$ cat src/rtl/ex_pipe_ctrl.sv
// ID/EX and EX/MEM pipeline registers with load-use stall and EX-redirect flush control.
// Optional macro HAZ_COUNTERS_EN adds free-running stall/flush event counters.
module ex_pipe_ctrl #(
  parameter int DWIDTH = 32
) (
  input  logic              clk,
  input  logic              rst,
  input  logic [DWIDTH-1:0] i_id_pc,
  input  logic [25:0]       i_id_jump_addr,
  input  logic [3:0]        i_id_op,
  input  logic [DWIDTH-1:0] i_id_imm,
  input  logic [DWIDTH-1:0] i_id_rs1,
  input  logic [DWIDTH-1:0] i_id_rs2,
  input  logic [4:0]        i_id_rs1_id,
  input  logic [4:0]        i_id_rs2_id,
  input  logic [4:0]        i_id_rdst_id,
  input  logic              i_id_we_reg,
  input  logic              i_id_we_dmem,
  input  logic              i_id_mem_read,
  input  logic [1:0]        i_id_wbsel,
  input  logic              i_id_ssel,
  input  logic [2:0]        i_id_jump_type,
  input  logic [DWIDTH-1:0] i_ex_alu_out,
  input  logic              i_ex_zero,
  output logic [DWIDTH-1:0] o_ex_pc,
  output logic [25:0]       o_ex_jump_addr,
  output logic [3:0]        o_ex_op,
  output logic [DWIDTH-1:0] o_ex_imm,
  output logic [DWIDTH-1:0] o_ex_rs1,
  output logic [DWIDTH-1:0] o_ex_rs2,
  output logic [4:0]        o_ex_rdst_id,
  output logic              o_ex_we_reg,
  output logic              o_ex_we_dmem,
  output logic              o_ex_mem_read,
  output logic [1:0]        o_ex_wbsel,
  output logic              o_ex_ssel,
  output logic [2:0]        o_ex_jump_type,
  output logic [DWIDTH-1:0] o_mem_pc,
  output logic [DWIDTH-1:0] o_mem_rd,
  output logic [DWIDTH-1:0] o_mem_rs2,
  output logic [4:0]        o_mem_rdst_id,
  output logic              o_mem_we_reg,
  output logic              o_mem_we_dmem,
  output logic [1:0]        o_mem_wbsel,
  output logic              o_ex_redirect,
  output logic              o_pc_write,
  output logic              o_ifid_write,
  output logic              o_ifid_flush
`ifdef HAZ_COUNTERS_EN
  ,
  output logic [31:0]       o_stall_cnt,
  output logic [31:0]       o_flush_cnt
`endif
);

  localparam logic [2:0] JT_BEQ = 3'd1;
  localparam logic [2:0] JT_JAL = 3'd2;
  localparam logic [2:0] JT_JR  = 3'd3;
  localparam logic [2:0] JT_J   = 3'd4;

  logic [DWIDTH-1:0] r_ex_pc, r_ex_imm, r_ex_rs1, r_ex_rs2;
  logic [25:0]       r_ex_jump_addr;
  logic [3:0]        r_ex_op;
  logic [4:0]        r_ex_rdst_id;
  logic              r_ex_we_reg, r_ex_we_dmem, r_ex_mem_read, r_ex_ssel;
  logic [1:0]        r_ex_wbsel;
  logic [2:0]        r_ex_jump_type;

  logic [DWIDTH-1:0] r_mem_pc, r_mem_rd, r_mem_rs2;
  logic [4:0]        r_mem_rdst_id;
  logic              r_mem_we_reg, r_mem_we_dmem;
  logic [1:0]        r_mem_wbsel;

  logic w_redirect, w_load_use, w_bubble, w_stall;

  // Hazard decode; reset forces free-running fetch so stale regs cannot stall or flush.
  always_comb begin
    w_redirect   = 1'b0;
    w_load_use   = 1'b0;
    w_bubble     = 1'b0;
    w_stall      = 1'b0;
    o_pc_write   = 1'b1;
    o_ifid_write = 1'b1;
    o_ifid_flush = 1'b0;
    if (!rst) begin
      w_redirect = (r_ex_jump_type == JT_BEQ && i_ex_zero) ||
                   (r_ex_jump_type == JT_JAL) || (r_ex_jump_type == JT_JR) ||
                   (r_ex_jump_type == JT_J);
      w_load_use = r_ex_mem_read && (r_ex_rdst_id != 5'd0) &&
                   ((r_ex_rdst_id == i_id_rs1_id) || (r_ex_rdst_id == i_id_rs2_id));
      if (w_redirect) begin
        o_ifid_flush = 1'b1;
        w_bubble     = 1'b1;
      end else if (w_load_use) begin
        o_pc_write   = 1'b0;
        o_ifid_write = 1'b0;
        w_bubble     = 1'b1;
        w_stall      = 1'b1;
      end
    end
  end

  assign o_ex_redirect = w_redirect;

  always_ff @(posedge clk) begin
    if (rst || w_bubble) begin
      r_ex_pc        <= '0;
      r_ex_jump_addr <= '0;
      r_ex_op        <= '0;
      r_ex_imm       <= '0;
      r_ex_rs1       <= '0;
      r_ex_rs2       <= '0;
      r_ex_rdst_id   <= '0;
      r_ex_we_reg    <= 1'b0;
      r_ex_we_dmem   <= 1'b0;
      r_ex_mem_read  <= 1'b0;
      r_ex_wbsel     <= '0;
      r_ex_ssel      <= 1'b0;
      r_ex_jump_type <= '0;
    end else begin
      r_ex_pc        <= i_id_pc;
      r_ex_jump_addr <= i_id_jump_addr;
      r_ex_op        <= i_id_op;
      r_ex_imm       <= i_id_imm;
      r_ex_rs1       <= i_id_rs1;
      r_ex_rs2       <= i_id_rs2;
      r_ex_rdst_id   <= i_id_rdst_id;
      r_ex_we_reg    <= i_id_we_reg;
      r_ex_we_dmem   <= i_id_we_dmem;
      r_ex_mem_read  <= i_id_mem_read;
      r_ex_wbsel     <= i_id_wbsel;
      r_ex_ssel      <= i_id_ssel;
      r_ex_jump_type <= i_id_jump_type;
    end
  end

  // EX/MEM is never flushed: a redirecting JAL must still commit its link value.
  always_ff @(posedge clk) begin
    if (rst) begin
      r_mem_pc      <= '0;
      r_mem_rd      <= '0;
      r_mem_rs2     <= '0;
      r_mem_rdst_id <= '0;
      r_mem_we_reg  <= 1'b0;
      r_mem_we_dmem <= 1'b0;
      r_mem_wbsel   <= '0;
    end else begin
      r_mem_pc      <= r_ex_pc;
      r_mem_rd      <= i_ex_alu_out;
      r_mem_rs2     <= r_ex_rs2;
      r_mem_rdst_id <= r_ex_rdst_id;
      r_mem_we_reg  <= r_ex_we_reg;
      r_mem_we_dmem <= r_ex_we_dmem;
      r_mem_wbsel   <= r_ex_wbsel;
    end
  end

`ifdef HAZ_COUNTERS_EN
  logic [31:0] r_stall_cnt, r_flush_cnt;

  always_ff @(posedge clk) begin
    if (rst) begin
      r_stall_cnt <= '0;
      r_flush_cnt <= '0;
    end else begin
      r_stall_cnt <= r_stall_cnt + {31'd0, w_stall};
      r_flush_cnt <= r_flush_cnt + {31'd0, w_redirect};
    end
  end

  assign o_stall_cnt = r_stall_cnt;
  assign o_flush_cnt = r_flush_cnt;
`endif

  assign o_ex_pc        = r_ex_pc;
  assign o_ex_jump_addr = r_ex_jump_addr;
  assign o_ex_op        = r_ex_op;
  assign o_ex_imm       = r_ex_imm;
  assign o_ex_rs1       = r_ex_rs1;
  assign o_ex_rs2       = r_ex_rs2;
  assign o_ex_rdst_id   = r_ex_rdst_id;
  assign o_ex_we_reg    = r_ex_we_reg;
  assign o_ex_we_dmem   = r_ex_we_dmem;
  assign o_ex_mem_read  = r_ex_mem_read;
  assign o_ex_wbsel     = r_ex_wbsel;
  assign o_ex_ssel      = r_ex_ssel;
  assign o_ex_jump_type = r_ex_jump_type;
  assign o_mem_pc       = r_mem_pc;
  assign o_mem_rd       = r_mem_rd;
  assign o_mem_rs2      = r_mem_rs2;
  assign o_mem_rdst_id  = r_mem_rdst_id;
  assign o_mem_we_reg   = r_mem_we_reg;
  assign o_mem_we_dmem  = r_mem_we_dmem;
  assign o_mem_wbsel    = r_mem_wbsel;

endmodule

$ cat config.mk
export PLATFORM = sky130hd
export DESIGN_NAME = ex_pipe_ctrl
export DESIGN_NICKNAME = d
export VERILOG_FILES = /design/src/rtl/ex_pipe_ctrl.sv
export SDC_FILE = /design/constraint.sdc
export NUM_CORES = 1
export LEC_CHECK = 0
export ABC_AREA = 1
export BUFFER_PORTS_ARGS = -buffer_cell sky130_fd_sc_hd__buf_2
export CAP_MARGIN = 20
export CORE_AREA = 2 2 195 197
export DETAILED_ROUTE_END_ITERATION = 8
export DIE_AREA = 0 0 197 199
export MAX_ROUTING_LAYER = met4
export PLACE_DENSITY = 0.51
export SKIP_CTS_REPAIR_TIMING = 1
export SLEW_MARGIN = 20
export SYNTH_ARGS = -nofsm -noshare
export SYNTH_HDL_FRONTEND = slang
export SYNTH_SLANG_ARGS = --single-unit
$ cat constraint.sdc
create_clock -name clk -period 1.82 [get_ports clk]
set_clock_uncertainty 0.05 [all_clocks]
set_input_delay 0.273 -clock clk [delete_from_list [all_inputs] [get_ports clk]]
set_output_delay 0.273 -clock clk [all_outputs]
set_load 0.03 [all_outputs]
Word level (Yosys, flattened, before mapping)

Cells that the tools add are included.

Memory bits (writable): 0
ROM bits: 0
Bits in registers: 277
Memories kept: 0
Output and inout port bits: 281
Latch bits: 0

Multiply operators: 0
Div/mod/pow operators: 0
Reductions and logical operators: 9
Add/sub/neg operators: 0
Shift-type cells: 0
Bitwise operators: 0
Multiplexer cells: 9
Equality and inequality tests: 6
Magnitude comparators: 0

Operators with widths:

| kind                                                            | count |
|---|---|
| 5-bit == test                                                   | 2 |
| 1-bit 2-to-1 mux                                                | 9 |
| 3-bit by 2-bit == test with 1-bit output, second input constant | 2 |
| 1-bit logical OR                                                | 5 |
| 5-bit nonzero test                                              | 1 |
| 3-bit by 1-bit == test with 1-bit output, second input constant | 1 |
| 3-bit == test, second input constant                            | 1 |
| 1-bit logical AND                                               | 3 |

Depth between registers and ports, before layout

Word-level depth: 8
Depth in mapped cells: 11
Depth with buffers taken out: 9

Worst setup path before layout

OpenSTA, ideal clock, no wires.

Kind: input-to-output
Start point: input rst
End point: output o_ifid_flush
Path buffers: 4
Data arrival time: 1.562 ns
Cell stages on the path: 5
Setup slack: -0.065 ns
Cell sequence: clkbuf_1 > clkbuf_1 > clkbuf_1 > nor2_1 > buf_4

Cells in the longest elaborated chain, start to end: 1

Ends and longest elaborated chain:

| element            | RTL line | RTL |
|---|---|---|
| start: declaration | 7        | `input logic rst,` |
| 1-bit 2-to-1 mux   | 85       | `if (!rst) begin` |
| end: declaration   | 48       | `output logic o_ifid_flush` |

Every way passes these cells.

Final worst setup path

Start point: register r_ex_rdst_id[3], in the netlist o_ex_rdst_id[3]
End point: output o_pc_write

Cells in the longest elaborated chain, start to end: 6
Elaborated cells between the ends (all ways): 9
Those cells by class: eq/ne (2); mux (3); reduce/logical (4)

Ends and longest elaborated chain:

| element                                                      | RTL line | RTL |
|---|---|---|
| start: declaration                                           | 64       | `logic [4:0] r_ex_rdst_id;` |
| start signal: assignment                                     | 127      | `r_ex_rdst_id <= i_id_rdst_id;` |
| 5-bit == test / 5-bit nonzero test (equally long branches)   | 90, 89   |  |
| 1-bit logical OR / 1-bit logical AND (equally long branches) | 90, 89   |  |
| 1-bit logical AND (*)                                        | 89       | `w_load_use = r_ex_mem_read && (r_ex_rdst_id != 5'd0) &&` |
| 1-bit 2-to-1 mux (*)                                         | 94       | `end else if (w_load_use) begin` |
| 1-bit 2-to-1 mux (*)                                         | 91       | `if (w_redirect) begin` |
| 1-bit 2-to-1 mux (*)                                         | 85       |  |
| end: declaration                                             | 46       | `output logic o_pc_write,` |

Mark *: on every way between the ends. The rest lies on a longest branch, timed or not.

==> metrics.md <==
| Metric | Value |
|---|---|
| Outcome | `finished with violations` |
| Failing checks | `negative setup slack` |
| Via count | `7718` |
| Initial Util | `0.217` |
| Net count, final | `1850` |
| Max cap viols | `0` |
| Synth Area per Inst | `8.79 µm²` |
| Worst-path cell chain | `inv_2 -> nand2_1 -> nand2_1 -> nor2_1 -> nand3_1 -> nand2_2 -> nand3_4 -> buf_6` |
| Power density over the cells | `1100 mW/mm²` |
| VDD IR max | `714 µV` |
| Final hold viol count | `0` |
| Ant diodes | `0` |
| Row count | `between 70 and 80` |
| R2R cell count | `10` |
| CTS tree | `done` |
| Post-route antenna net violation count | `0` |
| PnR worst setup slack | `-0.116 ns` |
| R2R Setup Slk | `approximately 0.15 ns` |
| Layout cells sized above 1 | `0.353` |
| Cell count after synthesis | `917` |
| Pre-antenna DRT Iters | `4` |
| CP max stage delay | `0.36 ns` |
| Register area | `roughly 0.0056 mm²` |
| Max frequency | `516 MHz` |
| Finished Cell Area | `0.0143 mm²` |
| Grt ovf | `0` |
| Pin count of the biggest net entering global routing | `between 50 and 60` |
| Footprint of the multi-input gates | `0.00128 mm²` |
| Leakage Power | `about 8.0 nW` |
| Worst R2R Start | `o_ex_rdst_id[3]` |
| Synthesized net count | `1134` |
| Overall routing resource usage | `0.122` |
| Slew of the pin with the lowest slew margin | `0.401 ns` |
| Fin crit period | `1.94 ns` |
| Critical path arrival | `between 1.5 and 2 ns` |
| #FFs+latches synth | `277` |
| Core Region | `0.0371 mm²` |
| Vias/cell | `3.62` |
| CTS clk-pin slew, worst paths | `approximately 0.060 ns` |
| R2R Path End | `o_ex_imm[11]` |
| Max clock buf depth | `3` |
| CP required | `1.50 ns` |
| Antenna violations before repair | `0` |
| Setup crit start kind | `flip-flop` |
| Delay-heaviest family, CP | `simple AND/OR/NAND/NOR gates` |
| DR iter-0 viols | `150` |
| DRC | `0` |
| Clk_lat worst skew | `0.55 ns` |
| CTS Buf Count | `30` |
| Placed Instances | `1869` |
| Buf/Inv on CP | `2` |
| # fillers | `3707` |
| Fin cells | `2130` |
| CTS sink count | `277` |
| Synth unique cells | `15` |
| Die Footprint | `0.0392 mm²` |
| Vias in the first global route | `about 6700` |
| Tcrit/Tclk final | `1.06` |
| HP Class | `in -> reg` |
| Crit Path Category | `reg -> out` |
| Most frequent CP cell | `nand2_1` |
| Hold path start | `rst` |
| H-tree levels | `1` |
| Area Overhead vs Synth | `78.0%` |
| HPWL after DPL | `between 15000 and 20000 µm` |
| Clk root buf | `clkbuf_16` |
| IO Pins | `498` |
| Sequential fraction of the synthesis area | `0.688` |
| Routed WL | `~27000 µm` |
| IO buf count | `497` |
| Relative slew slack | `0.733` |
| Crit-path max FO | `4` |
| Max Slew Vio Count | `0` |
| Synthesized cell area | `slightly above 0.008 mm²` |
| Synth warn | `0` |
| Worst Hold Path EP | `o_mem_pc[28]` |
| Most frequent cells in the layout | `492 x buf_2, 284 x nor2_1, 281 x inv_1` |
| Commonest non-fill, non-tap cell in the layout | `buf_2` |
| Vert. Die Dim | `199 µm` |
| RSZ-0062 raised after global routing | `yes` |
| WL per Instance | `12.9 µm` |
| Gpl congestion | `around 0.8` |
| Setup TNS | `-0.232 ns` |
| Hold Path Cell Cnt | `3` |
| Slowest-stage cell, CP | `dfxtp_4` |
| Die Width | `just under 200 µm` |
| First-pass GRT wire length | `36000 µm` |
| Setup crit end kind | `output port` |
| # setup viols final | `2` |
| Post-DP Area | `0.0111 mm²` |
## worst max path at each step
stage	end	start	depth (start not counted)
final	o_pc_write	o_ex_rdst_id[3]	8
after global routing	o_pc_write	o_ex_rdst_id[2]	8
after CTS	o_ifid_write	o_ex_jump_type[0]	5
after detailed placement	o_ex_imm[19]	o_ex_rdst_id[3]	10
after global placement	o_ex_rs1[5]	o_ex_rdst_id[0]	10
after floorplan	o_pc_write	o_ex_rdst_id[0]	8
## synth_stat cells (all sizes together)
master,n,area [µm²]
inv,286,1070
o21ai,2,10.0
buf,20,161
xnor2,2,17.5
nor2,285,1070
clkbuf,12,45.0
a21oi,1,5.00
nand2,28,108
nand4,1,6.26
nand3,3,15.0
dfxtp,277,5550
## power breakdown
part	internal, mW	switching, mW
Sequential	6.47	0.149
Combinational	0.938	1.56
Clock	4.14	2.45
## per-layer routing
| metal | global-route usage | up-vias | routed length, µm |
|---|---|---|---|
| li1 | - | 3912 | - |
| met1 | 0.147 | 3463 | 11300 |
| met2 | 0.199 | 293 | 13800 |
| met3 | 0.0276 | 50 | 1620 |
| met4 | 0.0437 | 0 | 647 |
| met5 | - | - | 0 |
## final cells by class
| class | instances | area share |
|---|---|---|
| Inverter | 286 | 0.0749 |
| Clock buffer | 42 | 0.0626 |
| Tap cell | 474 | 0.0414 |
| Multi-Input combinational cell | 322 | 0.0893 |
| Timing Repair Buffer | 716 | 0.330 |
| Clock inverter | 13 | 0.0140 |
| Sequential cell | 277 | 0.388 |
## stage by stage
step	utilization	hold slack (ns)	worst slack, ns	power, mW
global placement	0.299	0.354	0.158	8.86
CTS	0.328	-0.157	-0.281	15.5
floorplan	-	0.328	0.0102	8.03
finish	0.386	0.154	-0.116	15.7
global route	0.386	0.158	-0.214	16.3
detailed placement	0.299	0.359	0.105	8.88
## kinds of logic after synthesis
kind of cell,after synthesis,synth area share
buf+inv,318,0.159
flops,277,0.688
simple gates,317,0.149
compound gates,3,0.00186
xor+xnor,2,0.00217
## worst min-delay path, cell delays in order
cell and delay, ns:
buf_4 0.13, buf_4 0.24, nor2_1 0.07
Power figures use the tool's default switching activity.
